<file path="config.mk">
export PLATFORM = sky130hd
export DESIGN_NAME = mem_arbiter
export DESIGN_NICKNAME = d
export VERILOG_FILES = /design/src/rtl/mem_arbiter.sv
export SDC_FILE = /design/constraint.sdc
export NUM_CORES = 1
export LEC_CHECK = 0
export BUFFER_PORTS_ARGS = -buffer_cell sky130_fd_sc_hd__buf_2
export CAP_MARGIN = 20
export CORE_ASPECT_RATIO = 0.8
export CORE_MARGIN = 2
export CORE_UTILIZATION = 46
export DETAILED_ROUTE_END_ITERATION = 10
export GPL_TIMING_DRIVEN = 0
export PLACE_DENSITY = 0.78
export SLEW_MARGIN = 0
export SYNTH_ARGS = -nofsm -noshare
export SYNTH_HDL_FRONTEND = slang
export SYNTH_SLANG_ARGS = --single-unit
export TNS_END_PERCENT = 10
</file>
<file path="constraint.sdc">
create_clock -name clk -period 2 [get_ports clk]
set_input_delay 0.4 -clock clk [delete_from_list [all_inputs] [get_ports clk]]
set_output_delay 0.4 -clock clk [all_outputs]
set_load 0.02 [all_outputs]
</file>
<file path="src/rtl/mem_arbiter.sv">
// mem_arbiter: round-robin arbiter and sequencer that shares the memory access
// unit between the instruction-fetch port and the load/store data port.
// Each access runs a fixed four-state sequence: IDLE grant, two enable cycles
// (ISSUE, CAPTURE), then a one-cycle DONE pulse to the granted port.

package mem_arbiter_pkg;
  localparam logic [1:0] OP_BYTE = 2'd0;
  localparam logic [1:0] OP_HALF = 2'd1;
  localparam logic [1:0] OP_WORD = 2'd2;

  typedef struct packed {
    logic       is_write;
    logic       is_unsigned;
    logic [1:0] op_size;
  } mem_microcode_t;
endpackage

module mem_arbiter
  import mem_arbiter_pkg::*;
#(
  parameter bit RESET_PRIORITY = 1'b0
) (
  input  logic           clk,
  input  logic           reset_n,
  input  logic           fetch_req,
  input  logic [31:0]    fetch_addr,
  output logic           fetch_done,
  output logic [31:0]    fetch_data,
  output logic [2:0]     fetch_fault_num,
  input  logic           data_req,
  input  mem_microcode_t data_microcode,
  input  logic [31:0]    data_addr,
  input  logic [31:0]    data_wdata,
  output logic           data_done,
  output logic [31:0]    data_rdata,
  output logic [2:0]     data_fault_num,
  output logic           mem_enable_n,
  output mem_microcode_t mem_microcode,
  output logic [31:0]    mem_addr,
  output logic [31:0]    mem_in,
  input  logic [31:0]    mem_out,
  input  logic [2:0]     mem_fault_num
);

  typedef enum logic [1:0] {
    IDLE    = 2'd0,
    ISSUE   = 2'd1,
    CAPTURE = 2'd2,
    DONE    = 2'd3
  } state_t;

  // Instruction fetches are always unsigned word reads.
  localparam mem_microcode_t FETCH_MICROCODE = '{is_write: 1'b0, is_unsigned: 1'b1, op_size: OP_WORD};

  state_t state;
  state_t state_next;
  logic   owner_fetch;
  logic   ptr_fetch;
  logic   grant;
  logic   grant_fetch;

  // Next-state, grant selection and state-decoded outputs.
  always_comb begin
    state_next   = state;
    grant        = 1'b0;
    grant_fetch  = 1'b0;
    mem_enable_n = 1'b1;
    fetch_done   = 1'b0;
    data_done    = 1'b0;
    case (state)
      IDLE: begin
        if (fetch_req || data_req) begin
          grant       = 1'b1;
          grant_fetch = (fetch_req && data_req) ? ptr_fetch : fetch_req;
          state_next  = ISSUE;
        end
      end
      ISSUE: begin
        mem_enable_n = 1'b0;
        state_next   = CAPTURE;
      end
      CAPTURE: begin
        mem_enable_n = 1'b0;
        state_next   = DONE;
      end
      DONE: begin
        fetch_done = owner_fetch;
        data_done  = ~owner_fetch;
        state_next = IDLE;
      end
      default: state_next = IDLE;
    endcase
  end

  // State register; reset drops any in-flight access without a done pulse.
  always_ff @(posedge clk or negedge reset_n) begin
    if (!reset_n) begin
      state <= IDLE;
    end else begin
      state <= state_next;
    end
  end

  // Owner and round-robin pointer: the pointer always names the port not just granted.
  always_ff @(posedge clk or negedge reset_n) begin
    if (!reset_n) begin
      owner_fetch <= 1'b0;
      ptr_fetch   <= RESET_PRIORITY;
    end else if (grant) begin
      owner_fetch <= grant_fetch;
      ptr_fetch   <= ~grant_fetch;
    end
  end

  // Memory-unit inputs are registered at grant so they stay stable through DONE.
  always_ff @(posedge clk or negedge reset_n) begin
    if (!reset_n) begin
      mem_addr      <= '0;
      mem_in        <= '0;
      mem_microcode <= '0;
    end else if (grant) begin
      if (grant_fetch) begin
        mem_addr      <= fetch_addr;
        mem_in        <= '0;
        mem_microcode <= FETCH_MICROCODE;
      end else begin
        mem_addr      <= data_addr;
        mem_in        <= data_wdata;
        mem_microcode <= data_microcode;
      end
    end
  end

  // Result capture on the CAPTURE exit edge into the owner's registers only.
  always_ff @(posedge clk or negedge reset_n) begin
    if (!reset_n) begin
      fetch_data      <= '0;
      fetch_fault_num <= '0;
      data_rdata      <= '0;
      data_fault_num  <= '0;
    end else if (state == CAPTURE) begin
      if (owner_fetch) begin
        fetch_data      <= mem_out;
        fetch_fault_num <= mem_fault_num;
      end else begin
        data_rdata      <= mem_out;
        data_fault_num  <= mem_fault_num;
      end
    end
  end

endmodule

</file>
[Word level (Yosys, flattened, before mapping)]
Cells that the tools add are included.
Cells by class
  equality and inequality tests: 4
  multiplexer cells: 13
  bitwise gates (word level): 2
  reduce and logical (&&, ||, !) cells: 6
Operators by type and width (count)
  32-bit two-way mux: 2
  1-bit two-way mux: 8
  2-bit one-hot mux with 4 select lines: 1
  2-bit equality test (second input constant): 2
  4-bit two-way mux: 1
  2-bit AND reduction: 2
  2-bit by 1-bit equality test with 1-bit output (second input constant): 1
  2-bit logical NOT: 1
  2-bit two-way mux: 1
  2-bit inequality test (second input constant): 1
  1-bit NOT: 2
  2-bit OR reduction: 1
  1-bit logical AND: 1
  1-bit logical OR: 1
Storage, ports and cells
  flip-flop bits (word level): 142
  logic and storage cells: 37

[Longest topological paths before layout]
  depth after elaboration: 5
  depth in mapped cells: 8
  mapped depth without buffers: 5

[Worst setup path after synthesis]
OpenSTA, ideal clock, no wires.
  kind: reg-to-reg
  start point: reg state[0]
  end point: reg mem_addr[4]
  library setup time: 66 ps
  data arrival time: 1469 ps
  data required time: 1934 ps
  slack: 465 ps
  stages on the path, launching flop included: 8
  period minus slack after synthesis: 1535 ps
  cells stage by stage: dfrtp_1 -> inv_1 -> ha_1 -> buf_4 -> inv_2 -> a211oi_4 -> buf_6 -> a221o_1
Between the ends
  word-level cells in the longest chain between the ends: 3
Ends and longest elaborated chain
  start: declaration: RTL line 55  | state_t state;
  start signal: assignment: RTL line 100  | state <= state_next;
  2-bit logical NOT (*): RTL line 70  | case (state)
  1-bit two-way mux: RTL line 70
  32-bit two-way mux: RTL line 122  | if (grant_fetch) begin
  end signal: assignment: RTL line 123  | mem_addr <= fetch_addr;
  end signal: assignment: RTL line 127  | mem_addr <= data_addr;
  end: declaration: RTL line 39  | output logic [31:0] mem_addr,
Mark *: on every way between the ends. The rest lies on a longest branch, timed or not.
A chain may end at the register's enable or synchronous reset.

[Worst setup path after layout]
  start point: reg state[0]
  end point: reg mem_addr[12]
The elaborated chain is that of the path after synthesis.

==> impl_metrics.env <==
export IMPL_cts_sinks=142
export IMPL_cts_resized_gates=0
export IMPL_clockBufferDepth=2
export IMPL_core_area_sq_um=12210
export IMPL_postPlaceCellArea_sq_um=7401
export IMPL_maxCapViolations=0
export IMPL_cp_start_kind="register"
export IMPL_vias_per_cell=5.222
export IMPL_holdWs_ns=0.1964
export IMPL_end_kind="register"
export IMPL_diodes=0
export IMPL_synth_distinct_cells=29
export IMPL_ys_ff_latch=142
export IMPL_netlist_area_sq_um=5762
export IMPL_final_area_sq_um=8015
export IMPL_hold_violations=0
export IMPL_p_sw_share_pct=39.59
export IMPL_fin_ws_ns=0.1854
export IMPL_critPathRequiredTime_ns=2.32
export IMPL_first_pass_iters=6
export IMPL_power_density_nw_per_um2=1827
export IMPL_crit_chain="inv_1, ha_1, buf_4, nand2_1, clkbuf_1, o21ai_1, a31oi_1"
export IMPL_grt_pass1_wl_mm=24.81
export IMPL_cts_inserted_buffers=17
export IMPL_ys_async_sr_fraction_pct=100.0
export IMPL_io_pins=280
export IMPL_nets=861
export IMPL_slew_violations=0
export IMPL_holdCritPathClass="in -> reg"
export IMPL_setup_tns_ns=0
export IMPL_layout_drive_gt1_share_pct=51.85
export IMPL_hold_path_end="mem_in[25]"
export IMPL_drcViolationCount=0
export IMPL_rrSetupSlack_ns=0.19
export IMPL_grt_start_max_net_pins=78
export IMPL_first_iter_violations=226
export IMPL_yosysTopAreaCellShare_pct=61.67
export IMPL_crit_family="buffers and inverters"
export IMPL_worstReg2RegEnd="mem_addr[12]"
export IMPL_path_class="reg -> reg"
export IMPL_vias=4710
export IMPL_clk_pin_slew_ns=0.06
export IMPL_start_util_pct=47.20
export IMPL_synth_edff_count=0
export IMPL_setup_viol=0
export IMPL_grt_total_usage_pct=23.65
export IMPL_outcome="finished, final reports clean"
export IMPL_syn_inst=419
export IMPL_first_global_vias=4888
export IMPL_critPathMaxFanout=10
export IMPL_worst_ep_arrival_time_ns=2.14
export IMPL_syn2layout_area_growth_pct=39.11
export IMPL_finalPower_uw=14640
export IMPL_min_from="data_wdata[25]"
export IMPL_totalWireLength_mm=15.70
export IMPL_p_leak_uw=0.003960
export IMPL_antenna_found_initial=0
export IMPL_fillers=909
export IMPL_cts_tree="built"
export IMPL_p_clk_share_pct=21.7
export IMPL_overflow=0
export IMPL_crit_path_max_incr_delay_ns=0.40
export IMPL_p_seq_share_pct=33.7
export IMPL_multiInputGateArea_sq_um=1969
export IMPL_ir_drop_mv=0.8386
export IMPL_holdPathStages=2
export IMPL_worstSkewPairLatency_ns=0.42
export IMPL_rsz0062_at_grt="no"
export IMPL_ys_flop_type="dfrtp_1"
export IMPL_portBuffers=278
export IMPL_dieWidth_um=129.1
export IMPL_place_ws_ns=0.1912
export IMPL_fin_crit_sh_pct=90.73
export IMPL_crit_slowest_cell="clkbuf_1"
export IMPL_synth_area_leaders="dfrtp_1 (62%), mux2_2 (7.8%), mux2_1 (5.9%), a22o_1 (5.2%), o2111ai_1 (3.3%)"
export IMPL_synth_avg_cell_area_sq_um=13.75
export IMPL_worst_slew_margin_rel_pct=58.88
export IMPL_die_h_um=104.1
export IMPL_pwr_share_comb_pct=44.6
export IMPL_intPower_uw=8844
export IMPL_root_buffer="clkbuf_16"
export IMPL_reg2reg_depth=7
export IMPL_syn_num_nets=562
export IMPL_yosys_area_top_type="dfrtp_1"
export IMPL_post_drt_wl_per_cell_um=17.41
export IMPL_cp_buffers_inverters=3
export IMPL_ant_nets=0
export IMPL_synth_seq_area_share_pct=61.67
export IMPL_post_dp_hpwl_mm=11.67
export IMPL_r2r_start="state[0]"
export IMPL_fmax_mhz=551.1
export IMPL_p_switching_uw=5796
export IMPL_skew_ns=0.01280
export IMPL_ff_latch_area_sq_um=3553
export IMPL_synth_most_common_cell="dfrtp_1"
export IMPL_synthTopCellsByCount="dfrtp_1 (142), mux2_2 (40), a22o_1 (34), mux2_1 (30), nor2_1 (24)"
export IMPL_tightestPinTransition_ns=0.6168
export IMPL_place_gp_congestion=0.8253
export IMPL_postCtsSetupBuffers=0
export IMPL_dieArea_sq_um=13440
export IMPL_yosys_warnings=0
export IMPL_rows=36
export IMPL_layout_min_cycle_time_ns=1.815
export IMPL_htree_levels=4
-- layout by cell type (no fill, tap or decap), types with 2 or more instances in the layout --
master / instances
a221o_1: 10
mux2i_1: 2
and2_1: 11
o21ai_0: 10
mux2_2: 40
nand2_1: 4
o21ai_1: 13
clkbuf_16: 17
clkinv_2: 2
o22a_1: 2
ha_1: 4
inv_6: 2
buf_4: 9
a22o_1: 34
clkbuf_8: 5
buf_6: 6
clkinvlp_4: 2
mux2_1: 30
a31oi_1: 22
nor2_1: 24
inv_1: 3
bufinv_16: 2
o2111ai_1: 22
buf_2: 288
inv_2: 2
clkbuf_1: 13
dfrtp_1: 142
-- cell type report --
| type | count | share of cell area [%] |
|---|---|---|
| well taps | 171 | 2.669 |
| repair buffers | 280 | 17.91 |
| clock buffers | 24 | 6.260 |
| flip-flops and latches | 142 | 44.33 |
| multi-input cells | 236 | 24.57 |
| clock inverters | 8 | 1.280 |
| plain buffers | 36 | 2.747 |
| inverters | 5 | 0.2342 |
-- how the worst max path moves through the flow --
stage / to / depth (start not counted) / start / slack [ns]
after floorplan: mem_addr[4] / 7 / state[0] / 0.47
after global placement: mem_addr[15] / 1 / reset_n / -1.27
after detailed placement: mem_addr[9] / 7 / state[0] / 0.19
after CTS: mem_addr[9] / 7 / state[0] / 0.16
after global routing: mem_addr[28] / 7 / state[0] / 0.06
final: mem_addr[12] / 7 / state[0] / 0.19
-- worst register-to-register path, delay by kind of cell, from the launching register on --
kind	cells	cell delay [ns]
and+or+nand+nor	1	0.19
AOI/OAI and AO/OA	2	0.33
adders and majority gates	1	0.20
buffers and inverters	3	0.65
DFF	1	0.35
-- power groups by stage --
stage	clock (uW)	sequential, uW	combinational [uW]
CTS	3230	4930	6570
global route	3380	5090	7010
detailed placement	0	4950	6550
finish	3180	4940	6520
global placement	0	4870	6380
floorplan	0	6530	2620
-- logic make-up after synthesis --
family | share of synthesized area [%]
multiplexers | 14.03
AO/OA/AOI/OAI | 15.70
buffers and inverters | 4.148
adder cells (fa/ha/maj) | 0.8687
flip-flops | 61.67
AND/OR/NAND/NOR | 3.583
-- sequential cells by signal, indices dropped and copies added, names as in the netlist --
| signal | cells |
|---|---|
| fetch_data | 32 |
| state | 2 |
| data_fault_num | 3 |
| data_rdata | 32 |
| owner_fetch | 1 |
| mem_microcode | 4 |
| mem_in | 32 |
| ptr_fetch | 1 |
| mem_addr | 32 |
| fetch_fault_num | 3 |
-- what timing repair did --
| action | CTS | global route |
|---|---|---|
| setup endpoints to repair | 0 | 0 |
| hold buffers | 1 | 0 |
| hold endpoints to repair | 31 | 0 |
-- per-stage QoR --
step	utilization, %	cells
6_report	65.66	902
5_1_grt	65.66	902
4_1_cts	65.66	902
3_5_place_dp	60.63	869
3_3_place_gp	60.35	868
2_1_floorplan	-	419
-- layer usage --
| layer | global-route usage [%] | up-vias | part of all wire, % |
|---|---|---|---|
| met5 | 0 | - | 0 |
| met4 | 8.851 | 0 | 2.0 |
| met3 | 8.076 | 29 | 8.2 |
| met2 | 39.85 | 230 | 50 |
| met1 | 27.82 | 2297 | 40 |
| li1 | - | 2154 | - |
No activity file was read; power rests on OpenSTA's default activity.
